File: config.mk
export PLATFORM = sky130hd
export DESIGN_NAME = time_counter
export DESIGN_NICKNAME = d
export VERILOG_FILES = /design/src/rtl/clock_pkg.sv /design/src/rtl/seg7_digit_enc.sv /design/src/rtl/time_counter.sv
export SDC_FILE = /design/constraint.sdc
export NUM_CORES = 1
export LEC_CHECK = 0
export ABC_AREA = 1
export BUFFER_PORTS_ARGS = -buffer_cell sky130_fd_sc_hd__buf_2
export CORE_UTILIZATION = 50
export CTS_BUF_LIST = sky130_fd_sc_hd__clkbuf_2 sky130_fd_sc_hd__clkbuf_4 sky130_fd_sc_hd__clkbuf_8
export CTS_CLUSTER_DIAMETER = 100
export DETAILED_ROUTE_END_ITERATION = 16
export PLACE_DENSITY = 0.79
export RECOVER_POWER = 25
export SETUP_SLACK_MARGIN = 0.15
export SLEW_MARGIN = 20
export SYNTH_ARGS = -nofsm -noshare
export SYNTH_HDL_FRONTEND = slang
export SYNTH_SLANG_ARGS = --single-unit
File: constraint.sdc
create_clock -name clk -period 1.7 [get_ports clk]
set_input_delay 0.255 -clock clk [delete_from_list [all_inputs] [get_ports clk]]
set_output_delay 0.255 -clock clk [all_outputs]
set_load 0.1 [all_outputs]
File: src/rtl/clock_pkg.sv
// clock_pkg: shared seven-segment patterns, BCD field type and time limits
package clock_pkg;
  localparam logic [6:0] SEG_0 = 7'h3F;
  localparam logic [6:0] SEG_1 = 7'h06;
  localparam logic [6:0] SEG_2 = 7'h5B;
  localparam logic [6:0] SEG_3 = 7'h4F;
  localparam logic [6:0] SEG_4 = 7'h66;
  localparam logic [6:0] SEG_5 = 7'h6D;
  localparam logic [6:0] SEG_6 = 7'h7D;
  localparam logic [6:0] SEG_7 = 7'h07;
  localparam logic [6:0] SEG_8 = 7'h7F;
  localparam logic [6:0] SEG_9 = 7'h6F;
  localparam int HR_MAX  = 23;
  localparam int MIN_MAX = 59;
  localparam int SEC_MAX = 59;
  typedef struct packed {
    logic [3:0] tens;
    logic [3:0] ones;
  } bcd2_t;
  function automatic logic bcd_at(bcd2_t v, int max);
    return v == bcd2_t'({4'(max / 10), 4'(max % 10)});
  endfunction
  // increment a two-digit BCD value, wrapping to 00 after max
  function automatic bcd2_t bcd_inc(bcd2_t v, int max);
    return bcd_at(v, max) ? '0 :
           v.ones == 4'd9 ? bcd2_t'({v.tens + 4'd1, 4'd0}) :
           bcd2_t'({v.tens, v.ones + 4'd1});
  endfunction
endpackage

File: src/rtl/seg7_digit_enc.sv
// seg7_digit_enc: BCD digit to active-high gfedcba seven-segment pattern
//   bcd [3:0] in  : BCD digit 0..9
//   seg [6:0] out : segment pattern, blank for non-BCD codes
module seg7_digit_enc
  import clock_pkg::*;
(
  input  logic [3:0] bcd,
  output logic [6:0] seg
);
  always_comb
    seg = bcd == 4'd0 ? SEG_0 :
          bcd == 4'd1 ? SEG_1 :
          bcd == 4'd2 ? SEG_2 :
          bcd == 4'd3 ? SEG_3 :
          bcd == 4'd4 ? SEG_4 :
          bcd == 4'd5 ? SEG_5 :
          bcd == 4'd6 ? SEG_6 :
          bcd == 4'd7 ? SEG_7 :
          bcd == 4'd8 ? SEG_8 :
          bcd == 4'd9 ? SEG_9 : 7'h00;
endmodule

File: src/rtl/time_counter.sv
// time_counter: 24-hour BCD time-of-day counter with seven-segment outputs
//   TICK_DIV       : clock cycles per second (>= 2)
//   clk, rst_n     : clock, asynchronous active-low reset
//   setting_enable : 1 freezes time and enables manual adjustment
//   set_hr_or_min  : 1 adjusts hours, 0 adjusts minutes
//   inc_short      : increment button, rising edge acts
//   hour, minute   : {tens_seg, ones_seg} seven-segment patterns
//   tick_out       : one-cycle pulse per counted second
//   second         : seconds display, present only with SECOND_OUT_EN defined
module time_counter
  import clock_pkg::*;
#(
  parameter int TICK_DIV = 50_000_000
) (
  input  logic        clk,
  input  logic        rst_n,
  input  logic        setting_enable,
  input  logic        set_hr_or_min,
  input  logic        inc_short,
  output logic [13:0] hour,
  output logic [13:0] minute,
  output logic        tick_out
`ifdef SECOND_OUT_EN
  ,
  output logic [13:0] second
`endif
);
  localparam int DW = $clog2(TICK_DIV);
  logic [DW-1:0] div_cnt;
  bcd2_t sec, min, hr;
  logic inc_prev, wrap, inc_ev;
  assign wrap   = div_cnt == DW'(TICK_DIV - 1);
  assign inc_ev = inc_short & ~inc_prev;
  always_ff @(posedge clk or negedge rst_n)
    if (!rst_n) begin
      div_cnt  <= '0;
      sec      <= '0;
      min      <= '0;
      hr       <= '0;
      inc_prev <= 1'b0;
      tick_out <= 1'b0;
    end else begin
      inc_prev <= inc_short;
      if (setting_enable) begin
        // seconds stay cleared while frozen, which covers the entry clear
        div_cnt  <= '0;
        tick_out <= 1'b0;
        sec      <= '0;
        if (inc_ev && set_hr_or_min) hr <= bcd_inc(hr, HR_MAX);
        if (inc_ev && !set_hr_or_min) min <= bcd_inc(min, MIN_MAX);
      end else begin
        div_cnt  <= wrap ? '0 : div_cnt + 1'b1;
        tick_out <= wrap;
        if (wrap) begin
          sec <= bcd_inc(sec, SEC_MAX);
          if (bcd_at(sec, SEC_MAX)) min <= bcd_inc(min, MIN_MAX);
          if (bcd_at(sec, SEC_MAX) && bcd_at(min, MIN_MAX)) hr <= bcd_inc(hr, HR_MAX);
        end
      end
    end
  seg7_digit_enc u_hr_t  (.bcd(hr.tens),  .seg(hour[13:7]));
  seg7_digit_enc u_hr_o  (.bcd(hr.ones),  .seg(hour[6:0]));
  seg7_digit_enc u_min_t (.bcd(min.tens), .seg(minute[13:7]));
  seg7_digit_enc u_min_o (.bcd(min.ones), .seg(minute[6:0]));
`ifdef SECOND_OUT_EN
  seg7_digit_enc u_sec_t (.bcd(sec.tens), .seg(second[13:7]));
  seg7_digit_enc u_sec_o (.bcd(sec.ones), .seg(second[6:0]));
`endif
endmodule

==> results of run 1 <==
## synthesized netlist by cell type
cell type  instances
o21ai_2            2
nand2_4            3
ha_1              13
a21boi_0           1
inv_1             73
nor3b_1            2
xnor2_1            4
xor2_1             9
nand3b_1           5
nand2_1          174
a211oi_1           1
buf_12             1
o221ai_1           1
a21oi_1           15
buf_6              1
a31oi_1            2
nor2_2             6
nand2_2            2
o2111ai_1          1
and3_1             2
clkbuf_1           2
o22ai_1            2
a21oi_2            1
and2_1             1
nand4_1           10
nand3_4            2
nand3_1           38
nor2_4             3
dfrtp_1           52
inv_2              2
nor3_1            15
buf_4              1
o21ai_0           22
nor2_1            91
## cells by family after synthesis
family                     count (synthesis)  share of synthesized area [%]
DFF                                       52                           35.0
and+or+nand+nor                          354                           41.6
xor gates and xnor gates                  13                           3.06
buffers and inverters                     80                           8.81
AOI/OAI and AO/OA                         48                           7.23
adders and majority gates                 13                           4.37
## layer usage
layer,GRT overflow,global-route usage (%)
met5,0,5.19
met4,107,107
met3,2,56.0
met2,224,111
met1,3,81.6
## through the flow
| stage | instance area, um^2 | hold slack, ns |
|---|---|---|
| after detailed placement | 5210 | 0.266 |
| after CTS | 6090 | 0.0814 |
| after floorplan | 4170 | -0.0406 |
| after global placement | 5210 | 0.264 |
## repair_timing
item / in CTS
pin swaps: 50
gates cloned: 1
endpoints found under the hold margin: 52
hold buffers: 1
gates resized for setup: 117
buffers inserted: 42
setup endpoints to repair: 60
==> results.ini, run 1 <==
[status]
stop_stage=global routing
firstError=[ERROR GRT-0232] Routing congestion too high. Check the congestion heatmap in the GUI.
outcome=stopped before the end

[placement]
pre_cts_ws_ns=-0.136
dpl.hpwl_mm=7.39
place_inst=737
io_buffers=33
gp_congestion=0.916

[yosys]
ys_types=34
postSynthCellCount=560
syn-cell-area_um2=3720
yosysTopAreaCell=dfrtp_1
yosys_warnings=0
synth_area_leaders=dfrtp_1, nand2_1, nor2_1
synth_top_area_share_pct=35.0
syn_nets=578
yosysSeqAreaShare_pct=35.0
ys_ff_latch=52
avgSynthCellArea_um2=6.64

[floorplanning]
io_pins=34
initial_utilization_pct=51.6
die_x_um=88.3
num_rows=31
die_h_um=88.3

[grt]
grt_max_degree=53
grt_overflow=336
track_usage_pct=85.7

[timing]
crit_endpoint=minute[10]
worstEndpointType=output port

[clock_network]
max-clock-path-buffers=2
clock-root-buffer=clkbuf_8
cts_sinks=52
numCtsBuffers=5
htree_num_levels=2

==> run 2: changes to the inputs <==
--- a/config.mk
+++ b/config.mk
@@ -7,13 +7,10 @@
 export LEC_CHECK = 0
 export ABC_AREA = 1
 export BUFFER_PORTS_ARGS = -buffer_cell sky130_fd_sc_hd__buf_2
-export CORE_UTILIZATION = 50
-export CTS_BUF_LIST = sky130_fd_sc_hd__clkbuf_2 sky130_fd_sc_hd__clkbuf_4 sky130_fd_sc_hd__clkbuf_8
-export CTS_CLUSTER_DIAMETER = 100
+export CORE_UTILIZATION = 35
 export DETAILED_ROUTE_END_ITERATION = 16
-export PLACE_DENSITY = 0.79
+export PLACE_DENSITY_LB_ADDON = 0.15
 export RECOVER_POWER = 25
-export SETUP_SLACK_MARGIN = 0.15
 export SLEW_MARGIN = 20
 export SYNTH_ARGS = -nofsm -noshare
 export SYNTH_HDL_FRONTEND = slang
==> run 2 against run 1 <==
Against the previous run:
- area after synthesis stayed put
- the flow now finishes, with violations (setup timing)
- synthesized cell count stayed put
==> results.ini, run 2 <==
[worst_hold_path]
hp-class=input port to flop
hp-start=inc_short
hold_depth=1
min_to=inc_prev

[power_and_ir_drop]
p_leak_uw=0.00282
total_power_uw=4880
p_per_area_nw_per_um2=761
clockPowerShare_pct=15.1
swShare_pct=45.4
ir_worst_vdd_mv=0.914
p_seq_share_pct=27.8
intPower_uw=2660
p_sw_uw=2210
p_comb_share_pct=57.1

[floorplanning]
dieArea_um2=11000
initial_utilization_pct=36.0
die_h_um=105
num_rows=37
die_x_um=105
io_pins=34
core_um2=10300

[critical_path]
cp_slowest_cell=dfrtp_2
critPathRequiredTime_ns=1.44
arrival_ns=1.84
crit_path_cell_trace=inv_4 > ha_4 > o21ai_4 > nand2_2 > a21oi_2 > nand2_1 > nand3_2 > clkinvlp_4 > buf_12
startpoint_type=flop
r2r_cells=10
critPathMaxFanout=3
path_class=flop to output port
reg2reg_setup_slack_ns=0.07
critPathTopFamily=flip-flops
path_buf_inv=3
cp_slowest_stage_delay_ns=0.44
rr_startpoint=min[6]
critPathCaptureType=output port
rr_endpoint=hr[2]

[clock_network]
numCtsBuffers=5
insertion_delay_ns=0.31
cts_sinks=52
cts.clk_slew.worst_paths_ns=0.10
max-clock-path-buffers=2
clock-root-buffer=clkbuf_8
htree_num_levels=2
cts_tree=done

[grt]
grt_overflow=0
grt_max_degree=53
busiest_layer=met2
grt_pass1_vias=4008
grt_pass1_wl_mm=17.7
met2_usage_pct=34.8
antenna_found_initial=0
met1_usage_pct=24.5
track_usage_pct=19.4
use_met3_pct=1.93

[placement]
gp_congestion=0.838
dpl.hpwl_mm=7.03
io_buffers=33

[routing]
drtIter0Drc=187
vias=4013
firstDrtPassIters=4
wirelength_mm=10.8
antenna_left=0
post-route-drc-count=0
wire_per_inst_um=12.9
via_per_inst=4.81

[timing]
period_share_pct=123
hold_violations=0
rsz0062_at_grt=true
setup_ws_ns=-0.397
max_freq_mhz=477
slew_headroom_pct=51.3
min_period_ns=2.10
holdWs_ns=0.0794
setup_viol=26
setup-tns-final_ns=-5.43
worst_slew_pin_slew_ns=0.731
final-max-slew-violation-count=0
finClkSkew_ns=0.00986

[final_layout]
nets=715
num_antenna_cells=0
layout_common_cells=nand2_1, buf_4, nor2_1
mostFrequentLayoutCell=nand2_1
largest_reg_flops=26
synthToLayoutAreaGrowth_pct=72.3
top_register=div_cnt
drive_gt1_share_pct=46.8

[yosys]
syn_nets=578
yosysSeqAreaShare_pct=35.0
yosys-top-cells-count=nand2_1, nor2_1, inv_1
ys_types=34
yosysMostFrequentCell=nand2_1
synth_edf_count=0
yosys_warnings=0
syn-cell-area_um2=3720
yosysTopAreaCell=dfrtp_1
async_flop_share_pct=100
synth_top_area_share_pct=35.0
ys.flop_type=dfrtp_1
avgSynthCellArea_um2=6.64
postSynthCellCount=560
synth_area_leaders=dfrtp_1, nand2_1, nor2_1
ys_ff_latch=52

[status]
violations=setup timing
outcome=finished with violations

[job]
drv_cap=0

[run 2: cell counts after synthesis]
Identical to the previous run, type by type.
[run 2: cells by family after synthesis]
group | Yosys count | synth area share [%]
xor+xnor | 13 | 3.06
compound gates | 48 | 7.23
flops | 52 | 35.0
simple gates | 354 | 41.6
fa+ha+maj | 13 | 4.37
buf+inv | 80 | 8.81
[run 2: worst max-delay path by stage]
stage,from,to,slack [ns],cells after the start
finish,min[5],minute[13],-0.40,9
global route,min[5],minute[13],-0.49,9
CTS,hr[5],hour[13],-0.37,9
detailed placement,min[5],minute[13],-0.21,9
global placement,min[5],minute[13],-0.15,9
floorplan,min[5],minute[10],-0.29,5
[run 2: final cells by class]
| type | instances | area (um^2) |
|---|---|---|
| Clock buffer | 5 | 68.8 |
| Timing Repair Buffer | 135 | 1480 |
| Sequential cell | 52 | 1320 |
| Inverter | 75 | 304 |
| Tap cell | 136 | 170 |
| Fill cell | 866 | 3910 |
| Multi-Input combinational cell | 428 | 3040 |
| Clock inverter | 3 | 23.8 |
[run 2: routing by layer]
layer  vias up  share of wire (%)
met2        55                 52
met4         0                1.6
li1       2036                  -
met5         -                  0
met3        19                2.2
met1      1903                 44
[run 2: worst register-to-register path, cell delays in order (launching register included)]
cell and delay, ns:
dfrtp_2 0.44, inv_2 0.06, nor2_4 0.20, buf_4 0.16, nand2_2 0.09, nor2_4 0.14, nand3_2 0.09, o21ai_4 0.15
nand2_8 0.09, nand2_2 0.06, nand2_1 0.04
[run 2: what timing repair did]
item,CTS,global route
setup endpoints to repair,27,63
hold endpoints to repair,52,0
buffers inserted,31,11
resized for setup,95,96
cloned,0,1
hold buffers,1,0
pin swaps,35,38
[run 2: metrics by stage]
step / utilization [%] / worst slack (ns) / area, um^2 / cells
5_1_grt: 62.1 / -0.492 / 6410 / 834
4_1_cts: 57.9 / -0.369 / 5970 / 825
3_3_place_gp: 51.5 / -0.153 / 5320 / 788
3_5_place_dp: 51.5 / -0.207 / 5320 / 788
6_report: 62.1 / -0.397 / 6410 / 834
2_1_floorplan: - / -0.288 / 4160 / 560
[run 2: power by group through the flow]
stage / clock network [uW] / logic (uW) / registers (uW)
after global routing: 804 / 2900 / 1360
after global placement: 0 / 2300 / 1370
after floorplan: 0 / 1550 / 1380
after CTS: 760 / 2630 / 1350
final: 737 / 2780 / 1350
after detailed placement: 0 / 2310 / 1380
Power figures use the tool's default switching activity.
==> run 3: changes to the inputs <==
--- a/config.mk
+++ b/config.mk
@@ -7,6 +7,7 @@
 export LEC_CHECK = 0
 export ABC_AREA = 1
 export BUFFER_PORTS_ARGS = -buffer_cell sky130_fd_sc_hd__buf_2
+export CORE_ASPECT_RATIO = 0.9
 export CORE_UTILIZATION = 35
 export DETAILED_ROUTE_END_ITERATION = 16
 export PLACE_DENSITY_LB_ADDON = 0.15
==> run 3 against run 2 <==
Against the previous run:
- the flow still finishes with violations (setup timing)
- worst setup slack gained 0.017 ns
- routed wire length is 4.0% higher
- die area about the same
- via count increased by 0.37%
- combinational power up 2%
- clock skew grew 0.0038 ns
- sequential power about the same
- power is 7.5% higher
==> results.ini, run 3 (synthesis results as in run 2) <==
[status]
outcome=finished with violations
violations=setup timing

[critical_path]
startpoint_type=flop
critPathRequiredTime_ns=1.44
reg2reg_setup_slack_ns=0.01
path_class=flop to output port
path_buf_inv=3
crit_path_cell_trace=inv_4 > ha_4 > o21ai_4 > nand2_2 > a21oi_2 > nand2_1 > nand3_2 > clkinvlp_4 > buf_12
cp_slowest_cell=dfrtp_2
cp_slowest_stage_delay_ns=0.43
critPathCaptureType=output port
rr_startpoint=div_cnt[7]
r2r_cells=11
rr_endpoint=hr[6]
arrival_ns=1.83
critPathTopFamily=flip-flops
critPathMaxFanout=4

[timing]
worst_slew_pin_slew_ns=0.756
hold_violations=0
rsz0062_at_grt=true
finClkSkew_ns=0.0136
max_freq_mhz=481
period_share_pct=122
final-max-slew-violation-count=0
setup_ws_ns=-0.380
slew_headroom_pct=49.6
min_period_ns=2.08
setup_viol=26

[grt]
grt_max_degree=27
grt_pass1_wl_mm=17.6
antenna_found_initial=0
track_usage_pct=19.0
grt_pass1_vias=3871
grt_overflow=0

[power_and_ir_drop]
p_per_area_nw_per_um2=793
ir_worst_vdd_mv=1.28
p_leak_uw=0.00294

[final_layout]
synthToLayoutAreaGrowth_pct=77.6
num_antenna_cells=0
nets=725
largest_reg_flops=26
post-route-util_pct=64.2
layout_common_cells=nand2_1, buf_4, nor2_1
mostFrequentLayoutCell=nand2_1
drive_gt1_share_pct=47.3
top_register=div_cnt

[placement]
pre_cts_ws_ns=-0.226
dpl.hpwl_mm=7.28
gp_congestion=0.899
io_buffers=33

[clock_network]
max-clock-path-buffers=2
clock-root-buffer=clkbuf_16
numCtsBuffers=5
cts_tree=done
cts.clk_slew.worst_paths_ns=0.07
htree_num_levels=2
cts_sinks=52
insertion_delay_ns=0.30

[routing]
firstDrtPassIters=4
drtIter0Drc=185
antenna_left=0
via_per_inst=4.81
wirelength_mm=11.2
post-route-drc-count=0
wire_per_inst_um=13.4
vias=4028

[worst_hold_path]
hp-class=input port to flop
hold_depth=1
min_to=inc_prev
hp-start=inc_short

[floorplanning]
io_pins=34
dieArea_um2=11000
initial_utilization_pct=36.2
num_rows=35
die_x_um=111
die_h_um=99.8
core_um2=10300

[job]
drv_cap=0

[run 3: changes by cell type in the layout (fill, tap and decap cells not counted), moves of 3 or more]
cell	before	now
o21ai_2	5	8
nor2_1	64	61
buf_4	74	78
nor2_4	23	29
nor2_2	13	10
buf_6	23	27
nand2_2	31	26
clkbuf_8	5	0
clkbuf_16	1	6
nand2_1	123	128
[run 3: timing repair]
item	4_1_cts	5_1_grt
gates resized for setup	112	92
endpoints found under the setup margin	28	63
setup buffers	28	20
endpoints found under the hold margin	12	0
gates cloned	1	2
hold buffers	1	0
pin swaps	35	44
[run 3: per-stage QoR]
stage               total power (uW)  cells  cell area, um^2  hold WS (ns)  setup TNS [ns]
floorplan                       2930    560             4160       -0.0406           -1.77
global placement                3680    781             5310         0.184          -0.731
detailed placement              3690    781             5310         0.189           -1.03
CTS                             5040    818             6120         0.105           -4.57
global route                    5430    837             6610         0.114           -8.33
finish                          5240    837             6610         0.126           -5.48
[run 3: cell type report]
class                   count  area [um^2]
clock buffers               5          125
repair buffers            144         1580
clock inverters             3         22.5
fillers                   828         3680
flip-flops and latches     52         1320
multi-input cells         429         3100
well taps                 129          161
inverters                  75          307
[run 3: layer usage]
layer / share of wire, % / wire (um) / vias up / track usage [%]
li1: - / - / 2062 / -
met1: 46 / 5180 / 1896 / 25.8
met2: 50 / 5570 / 54 / 32.6
met3: 2.3 / 262 / 16 / 2.36
met4: 1.6 / 178 / 0 / 4.10
met5: 0 / 0 / - / 0
[run 3: how the worst max path moves through the flow]
stage | slack [ns] | startpoint | endpoint | depth (start not counted)
4_1_cts | -0.33 | hr[5] | hour[13] | 9
2_1_floorplan | -0.29 | min[5] | minute[10] | 5
3_3_place_gp | -0.18 | min[5] | minute[13] | 9
6_report | -0.38 | min[5] | minute[13] | 9
3_5_place_dp | -0.23 | min[5] | minute[13] | 9
5_1_grt | -0.47 | hr[5] | hour[9] | 9
[run 3: worst reg2reg max path, cell delays in order (launching register included)]
cell and delay (ns):
dfrtp_1 0.43, inv_1 0.15, nand2_1 0.07, nor2_1 0.13, nand2_2 0.10, nor2_4 0.14, nand2_4 0.10, nand2_8 0.10
buf_12 0.14, nand3_4 0.09, nand2_2 0.09, nand2_2 0.04
[run 3: where the power goes]
part / internal [uW] / total (uW) / switching (uW)
Sequential: 1280 / 1370 / 83.9
Combinational: 1100 / 2840 / 1740
Clock: 552 / 1040 / 485
